===== src/rtl/cmos_window_crop.sv =====
// Crop-and-decimate stage on the camera pixel stream: keeps a double-buffered rectangular
// window of each frame, optionally decimated per axis, and tags frame/line boundaries.
module cmos_window_crop #(
    parameter int DATA_W = 16,
    parameter int MAX_W  = 640,
    parameter int MAX_H  = 480,
    parameter int CNT_W  = 11
) (
    input  logic                 cam_pclk,
    input  logic                 rst_n,
    input  logic                 cam_vsync,
    input  logic                 cam_href,
    input  logic                 cam_data_valid,
    input  logic [DATA_W-1:0]    cam_data,
    input  logic                 cfg_wr,
    input  logic [CNT_W-1:0]     cfg_left,
    input  logic [CNT_W-1:0]     cfg_right,
    input  logic [CNT_W-1:0]     cfg_top,
    input  logic [CNT_W-1:0]     cfg_bottom,
    input  logic [1:0]           cfg_hdec,
    input  logic [1:0]           cfg_vdec,
    output logic                 out_valid,
    output logic [DATA_W-1:0]    out_data,
    output logic                 out_sof,
    output logic                 out_eol,
    output logic                 out_eof,
    output logic [CNT_W-1:0]     h_pixel,
    output logic [CNT_W-1:0]     v_pixel,
    output logic [2*CNT_W-1:0]   ddr3_addr_max,
    output logic                 cfg_pending,
    output logic                 cfg_err
);

    typedef struct packed {
        logic [CNT_W-1:0] left;
        logic [CNT_W-1:0] right;
        logic [CNT_W-1:0] top;
        logic [CNT_W-1:0] bottom;
        logic [1:0]       hdec;
        logic [1:0]       vdec;
    } win_t;

    localparam win_t WIN_RST = '{left: '0, right: CNT_W'(MAX_W), top: '0,
                                 bottom: CNT_W'(MAX_H), hdec: 2'd0, vdec: 2'd0};

    // Decimation code 3 is stored as 2, so everything downstream sees only 0..2.
    function automatic logic [1:0] norm_dec(input logic [1:0] d);
        return (d == 2'd3) ? 2'd2 : d;
    endfunction

    function automatic logic [1:0] dec_mask(input logic [1:0] d);
        return (d == 2'd0) ? 2'b00 : (d == 2'd1) ? 2'b01 : 2'b11;
    endfunction

    logic vs_d0, vs_d1, hr_d0, hr_d1;
    logic fs, le;
    logic [CNT_W-1:0] h_cnt, v_cnt;
    win_t act_win, pend_win, wr_win;
    logic wr_ok;

    assign fs = vs_d0 & ~vs_d1;
    assign le = ~hr_d0 & hr_d1;

    // NOTE: sequential state is updated with non-blocking assignments so every register
    // samples pre-edge values regardless of block ordering.
    always_ff @(posedge cam_pclk or negedge rst_n) begin
        if (!rst_n) begin
            vs_d0 <= 1'b0;
            vs_d1 <= 1'b0;
            hr_d0 <= 1'b0;
            hr_d1 <= 1'b0;
            h_cnt <= '0;
            v_cnt <= '0;
        end else begin
            vs_d0 <= cam_vsync;
            vs_d1 <= vs_d0;
            hr_d0 <= cam_href;
            hr_d1 <= hr_d0;
            if (fs || le)
                h_cnt <= '0;
            else if (cam_data_valid)
                h_cnt <= h_cnt + 1'b1;
            if (fs)
                v_cnt <= '0;
            else if (le)
                v_cnt <= v_cnt + 1'b1;
        end
    end

    assign wr_win = '{left: cfg_left, right: cfg_right, top: cfg_top, bottom: cfg_bottom,
                      hdec: norm_dec(cfg_hdec), vdec: norm_dec(cfg_vdec)};
    assign wr_ok  = (cfg_left < cfg_right) && (cfg_right <= CNT_W'(MAX_W)) &&
                    (cfg_top < cfg_bottom) && (cfg_bottom <= CNT_W'(MAX_H));

    // A write coinciding with FS lands in pending after the old pending was promoted.
    always_ff @(posedge cam_pclk or negedge rst_n) begin
        if (!rst_n) begin
            act_win     <= WIN_RST;
            pend_win    <= WIN_RST;
            cfg_pending <= 1'b0;
            cfg_err     <= 1'b0;
        end else begin
            if (fs && cfg_pending) begin
                act_win     <= pend_win;
                cfg_pending <= 1'b0;
            end
            if (cfg_wr) begin
                if (wr_ok) begin
                    pend_win    <= wr_win;
                    cfg_pending <= 1'b1;
                    cfg_err     <= 1'b0;
                end else begin
                    cfg_err <= 1'b1;
                end
            end
        end
    end

    logic [CNT_W-1:0] hmask, vmask, h_off, v_off;
    logic [CNT_W:0]   h_span, v_span, h_shift, v_shift;
    logic             in_win, keep, emit, last_col, last_row;
    logic [CNT_W-1:0] oc, orow;
    logic             armed, done;

    // NOTE: every always_comb output is assigned on every path, so no latches are inferred.
    always_comb begin
        hmask    = {{(CNT_W-2){1'b0}}, dec_mask(act_win.hdec)};
        vmask    = {{(CNT_W-2){1'b0}}, dec_mask(act_win.vdec)};
        h_span   = {1'b0, act_win.right} - {1'b0, act_win.left} + {1'b0, hmask};
        v_span   = {1'b0, act_win.bottom} - {1'b0, act_win.top} + {1'b0, vmask};
        h_shift  = h_span >> act_win.hdec;
        v_shift  = v_span >> act_win.vdec;
        h_off    = h_cnt - act_win.left;
        v_off    = v_cnt - act_win.top;
        in_win   = (h_cnt >= act_win.left) && (h_cnt < act_win.right) &&
                   (v_cnt >= act_win.top) && (v_cnt < act_win.bottom);
        keep     = cam_data_valid && in_win &&
                   ((h_off & hmask) == '0) && ((v_off & vmask) == '0);
        emit     = keep && armed && !done && !fs && !le;
        last_col = (oc == h_pixel - CNT_W'(1));
        last_row = (orow == v_pixel - CNT_W'(1));
    end

    always_ff @(posedge cam_pclk or negedge rst_n) begin
        if (!rst_n) begin
            h_pixel       <= CNT_W'(MAX_W);
            v_pixel       <= CNT_W'(MAX_H);
            ddr3_addr_max <= (2*CNT_W)'(MAX_W * MAX_H);
        end else begin
            h_pixel       <= h_shift[CNT_W-1:0];
            v_pixel       <= v_shift[CNT_W-1:0];
            ddr3_addr_max <= {{CNT_W{1'b0}}, h_pixel} * {{CNT_W{1'b0}}, v_pixel};
        end
    end

    // armed stays low after reset until a full frame start, so partial frames stay silent.
    always_ff @(posedge cam_pclk or negedge rst_n) begin
        if (!rst_n) begin
            oc        <= '0;
            orow      <= '0;
            armed     <= 1'b0;
            done      <= 1'b0;
            out_valid <= 1'b0;
            out_data  <= '0;
            out_sof   <= 1'b0;
            out_eol   <= 1'b0;
            out_eof   <= 1'b0;
        end else begin
            if (fs) begin
                oc    <= '0;
                orow  <= '0;
                armed <= 1'b1;
                done  <= 1'b0;
            end else if (le) begin
                oc <= '0;
                if (oc != '0)
                    orow <= orow + 1'b1;
            end else if (emit) begin
                if (last_col) begin
                    oc   <= '0;
                    orow <= orow + 1'b1;
                    if (last_row)
                        done <= 1'b1;
                end else begin
                    oc <= oc + 1'b1;
                end
            end
            out_valid <= emit;
            if (emit)
                out_data <= cam_data;
            out_sof <= emit && (oc == '0) && (orow == '0);
            out_eol <= emit && last_col;
            out_eof <= emit && last_col && last_row;
        end
    end

endmodule


===== config.mk =====
export PLATFORM = sky130hd
export DESIGN_NAME = cmos_window_crop
export DESIGN_NICKNAME = d
export VERILOG_FILES = /design/src/rtl/cmos_window_crop.sv
export SDC_FILE = /design/constraint.sdc
export NUM_CORES = 1
export LEC_CHECK = 0
export BUFFER_PORTS_ARGS = -buffer_cell sky130_fd_sc_hd__buf_2
export CAP_MARGIN = 20
export CORE_ASPECT_RATIO = 0.5
export CORE_MARGIN = 2
export CORE_UTILIZATION = 45
export DETAILED_ROUTE_END_ITERATION = 8
export PLACE_DENSITY = 0.6
export SLEW_MARGIN = 25
export SYNTH_ARGS = -nofsm -noshare
export SYNTH_HDL_FRONTEND = slang
export SYNTH_SLANG_ARGS = --single-unit

===== constraint.sdc =====
create_clock -name cam_pclk -period 6.4 [get_ports cam_pclk]
set_clock_uncertainty 0.15 [all_clocks]
set_input_delay 0.96 -clock cam_pclk [delete_from_list [all_inputs] [get_ports cam_pclk]]
set_output_delay 0.96 -clock cam_pclk [all_outputs]
set_load 0.02 [all_outputs]

---- Yosys cells after proc, flatten, opt, wreduce, memory -nomap -nowiden ----
Cells that the tools add are included.
storage, ports and cells
  register bits after elaboration ......... 212
  input port bits ......................... 70
  output and inout port bits .............. 66
  logic and storage cells ................. 136
cells by class
  $add $sub $neg .......................... 12
  multipliers ............................. 1
  magnitude comparators ................... 8
  equality and inequality tests ........... 8
  shift operators ......................... 2
  multiplexer cells ....................... 28
  bitwise gates (word level) .............. 6
  reductions and logical operators ........ 39
operators with widths
  kind                     number
  $mux W11                 13
  $add A11 B1 Y11 const B  4
  $logic_not A11 Y1        4
  $lt A11 B11 Y1           4
  $add A12 B2 Y12          2
  $shr A12 B2 Y11          2
  $sub A11 B11 Y12         2
  $and A11 B2 Y11          2
  $eq A11 B11 Y1           2
  $ge A11 B11 Y1           2
  $mul A11 B11 Y22         1
  $sub A11 B1 Y11 const B  2
  $sub A11 B11 Y11         2
  $logic_and A1 B1 Y1      18
  $mux W2                  6
  $le A11 B10 Y1 const B   1
  $le A11 B9 Y1 const B    1
  $reduce_bool A11 Y1      1
  $reduce_bool A2 Y1       5
  $mux W1                  9
  $reduce_bool A3 Y1       2
  $eq A2 B1 Y1 const B     2
  $eq A2 B2 Y1 const B     2
  $logic_not A2 Y1         2
  9 further kinds          13

---- Logic depth before layout (Yosys ltp) ----
  depth in word-level cells ............... 14
  gate-level depth with buffers ........... 23

---- Worst setup path after synthesis ----
No wires, ideal clock.
  kind .................................... register -> register
  start ................................... reg v_pixel[3]
  end ..................................... reg ddr3_addr_max[21]
  library setup time ...................... 80 ps
  arrival ................................. 5714 ps
  path slack .............................. 456 ps
  cell stages (with the launch flop) ...... 22
  buffers on the path ..................... 2
  period minus slack after synthesis ...... 5944 ps
  path through ............................ dfrtp_1 -> clkbuf_1 -> clkbuf_1 -> nand2_1 -> fa_1 -> fa_1 -> inv_1 -> ha_1 -> fa_1 -> inv_1 -> fa_1 -> inv_1 -> ha_1 -> a21o_1 -> a21oi_1 -> a21boi_0 -> o31a_1 -> a211o_1 -> or3_1 -> a31o_2 -> a21oi_1 -> xnor2_1
between the ends
  longest elaborated chain between the ends .. 1
RTL lines
  item                      line  source
  start: declaration        28    output logic [CNT_W-1:0] v_pixel,
  start signal: assignment  147   v_pixel <= CNT_W'(MAX_H);
  start signal: assignment  151   v_pixel <= v_shift[CNT_W-1:0];
  $mul A11 B11 Y22          152   ddr3_addr_max <= {{CNT_W{1'b0}}, h_pixel} * {{CNT_W{1'b0}}, v_pixel};
  end signal: assignment    148   ddr3_addr_max <= (2*CNT_W)'(MAX_W * MAX_H);
  end signal: assignment    152
  end: declaration          29    output logic [2*CNT_W-1:0] ddr3_addr_max,
Every way passes these cells.
A chain may end at the register's enable or synchronous reset.

---- Worst setup path in the final report ----
  start ................................... reg h_pixel[3]
  end ..................................... reg ddr3_addr_max[21]
between the ends
  longest elaborated chain between the ends .. 1
RTL lines
  item                      line  source
  start: declaration        27    output logic [CNT_W-1:0] h_pixel,
  start signal: assignment  146   h_pixel <= CNT_W'(MAX_W);
  start signal: assignment  150   h_pixel <= h_shift[CNT_W-1:0];
  $mul A11 B11 Y22          152
Every way passes these cells.

==> results.tsv <==
stage	metric	value	unit
detailed_routing	WL per Instance	15.8	um
timing	setup TNS	0	ps
clock_network	CTS root buf	clkbuf_16	
place	post-DP HPWL	26.8	mm
worst_setup_path	CP max stage delay	610	ps
detailed_routing	vias per cell	5.10	
timing	Setup violations, final	0	
clock_network	# resized after CTS	0	
global_routing	largest net degree at the start of global routing	121	
detailed_routing	Post-route DRC	0	
global_routing	global route total overflow	0	
clock_network	clock latency on the worst-skew pair	550	ps
clock_network	CTS clk-pin slew, worst paths	70	ps
clock_network	cts bufs inserted	22	
floorplan	Top-Level Pins	136	
timing	RSZ-0062 raised after global routing	no	
worst_setup_path	CP cell instances	nand2_1, fa_1, fa_1, inv_1, ha_1, fa_1, inv_1, fa_1, inv_1, ha_1, a21o_1, a21oi_1, a21boi_0, o31a_1, a211o_1, or3_1, a31o_2, a21oi_1, xnor2_1	
place	Placer Congestion	0.845	
clock_network	clk sink count	212	
detailed_routing	First-pass DRT Iterations	5	
clock_network	clock buffer depth	3	
yosys	Synth area leaders	dfrtp_1 30%, ha_1 14%, fa_1 11%	
global_routing	initial antenna violation count	1	
yosys	number of synthesized flops with an enable pin	0	
yosys	#FFs+latches synth	212	
place	PortBufs	135	
yosys	synthesized area	0.0159	sq mm
clock_network	# hold bufs at CTS	0	
worst_setup_path	kind of critical path	reg -> reg	
detailed_routing	Final Routed Wirelength	35.1	mm
worst_hold_path	min-delay worst type	in -> async	
detailed_routing	DRT antenna net count	0	
timing	Slew Limit Headroom	43.3	%
timing	worst slew pin tran	851	ps
yosys	Synth area leader	dfrtp_1	
worst_setup_path	CP required	6710	ps
yosys	sequential area share after synthesis	33.5	%
floorplan	Die H	137	um
timing	final hold vios	0	
place	placed instance area	0.0171	sq mm
floorplan	Starting Density	45.9	%
floorplan	num rows	48	
timing	worst hold margin	248	ps
detailed_routing	starting DRC count in detailed routing	687	
worst_setup_path	cell count of the worst reg-to-reg path	19	
clock_network	CTS tree	done	
timing	Slew Viols, Final	0	
worst_setup_path	CP max FO	13	
worst_setup_path	Setup crit start kind	register	
global_routing	GRT Util Overall	19.5	%
yosys	Synth Flop Type	dfrtp_1	
global_routing	first-pass GRT wire length	58.6	mm
worst_setup_path	nature of the critical path endpoint	register	
worst_setup_path	CP most frequent cell	fa_1	
layout	area growth from synthesis to layout	12.0	%
yosys	post-synth cell types	74	
floorplan	Die X	270	um
detailed_routing	Vias	11300	
layout	Fill cells	3235	
clock_network	H-tree levels	1	
yosys	Async SR Flop Fraction	100	%
floorplan	core area	0.0347	sq mm
layout	Nets	2051	
yosys	Synth Warn #	0	
clock_network	Post-CTS Setup Bufs	0	
timing	FMAX	0.168	GHz
yosys	Cells after Synth	1610	
floorplan	Die ar.	0.0369	sq mm
yosys	syn_area_per_cell	9.87	sq um
yosys	syn nets	1936	
run_status	status	finished clean	
worst_setup_path	CP arrival	6270	ps
layout	Finished Layout Cells	2217	
timing	Period minus WS final	5960	ps
place	placed insts	2176	
flow_run	max_cap viols	0	
worst_setup_path	Slowest cell on crit path	dfrtp_1	
layout	final instance area	0.0178	sq mm
global_routing	vias in the first global route	11200	
timing	fin crit share	93.1	%
layout	share of cells above drive strength 1	18.6	%
yosys	Yosys top cell area share	29.9	%
==> cells by family (layout without fill, tap and decap cells) <==
group | Yosys count | in the layout | share of synthesized area [%]
compound gates | 205 | 205 | 8.47
xor+xnor | 79 | 79 | 4.35
fa+ha+maj | 256 | 256 | 24.1
buf+inv | 272 | 403 | 6.59
flops | 212 | 212 | 33.5
mux | 127 | 127 | 8.74
other cells | 0 | 1 | 0
simple gates | 459 | 459 | 14.2
==> metrics by stage <==
step | worst slack, ps | utilization [%]
after floorplan | 456 | -
after global placement | 529 | 49.2
after detailed placement | 431 | 49.2
after CTS | 413 | 51.4
after global routing | 27.1 | 51.4
final | 441 | 51.4
==> state kept, by name, indices dropped and copies added, names as in the netlist, 11 cells and up <==
signal         cells
pend_win          48
out_data          16
v_cnt             11
h_pixel           11
act_win           48
orow              11
h_cnt             11
oc                11
v_pixel           11
ddr3_addr_max     22
==> cells in the final DEF, fill, tap and decap left out, types with 22 or more instances in the layout <==
cell type / Yosys / routed
inv_1: 211 / 211
dfrtp_1: 190 / 190
ha_1: 172 / 172
nand2_1: 163 / 162
buf_2: 11 / 134
mux2_2: 93 / 93
nor2_1: 87 / 87
fa_1: 84 / 84
and2_1: 61 / 61
o21ai_0: 56 / 56
a21oi_1: 49 / 49
xor2_1: 40 / 40
xnor2_1: 39 / 39
mux2i_1: 33 / 33
nand3_1: 30 / 30
dfstp_2: 22 / 22
clkbuf_16: 0 / 22
==> cell usage after synthesis (17+ instances only) <==
master    number
ha_1         172
mux2i_1       33
nor2_1        87
a21oi_1       49
nand2_1      163
nand3_1       30
xor2_1        40
nor2b_1       19
fa_1          84
and3_1        17
o21ai_0       56
and2_1        61
a21o_1        21
xnor2_1       39
mux2_2        93
inv_1        211
dfrtp_1      190
nand2b_1      18
dfstp_2       22
clkbuf_1      42
==> worst max-delay path, delay by kind of cell (launching register included) <==
kind	cells	cell delay [ps]
AO/OA/AOI/OAI	7	1610
XOR/XNOR	1	130
adder cells (fa/ha/maj)	6	2750
buffers and inverters	3	140
flip-flops	1	610
AND/OR/NAND/NOR	2	490
==> worst paths after layout <==
check / end / slack [ps] / from
min reg2reg: hr_d1 / 250 / hr_d0
min in group cam_pclk: hr_d1 / 250 / hr_d0
min: pend_win[40] / 250 / rst_n
max reg2reg: ddr3_addr_max[21] / 440 / h_pixel[3]
max in group asynchronous: ddr3_addr_max[14] / 4720 / rst_n
max: ddr3_addr_max[21] / 440 / h_pixel[3]
==> cell type report <==
| type | count | area (sq um) | area share, % |
|---|---|---|---|
| multi-input combinational | 1126 | 9530 | 53.5 |
| sequential | 212 | 5330 | 30.0 |
| timing repair buffer | 151 | 818 | 4.60 |
| inverter | 212 | 796 | 4.47 |
| clock buffer | 28 | 613 | 3.44 |
| tap | 475 | 594 | 3.34 |
| clock inverter | 12 | 121 | 0.682 |
| antenna | 1 | 2.50 | 0.0141 |
==> per-layer routing <==
layer | up-vias | wire length, um | global-route usage (%)
li1 | 5604 | - | -
met1 | 5501 | 18100 | 28.7
met2 | 162 | 15200 | 31.1
met3 | 35 | 1220 | 2.89
met4 | 0 | 557 | 3.30
met5 | - | 0 | 0
Power is not shown: default switching activity piles up to over one toggle a cycle in this logic, so the estimate is an artifact.
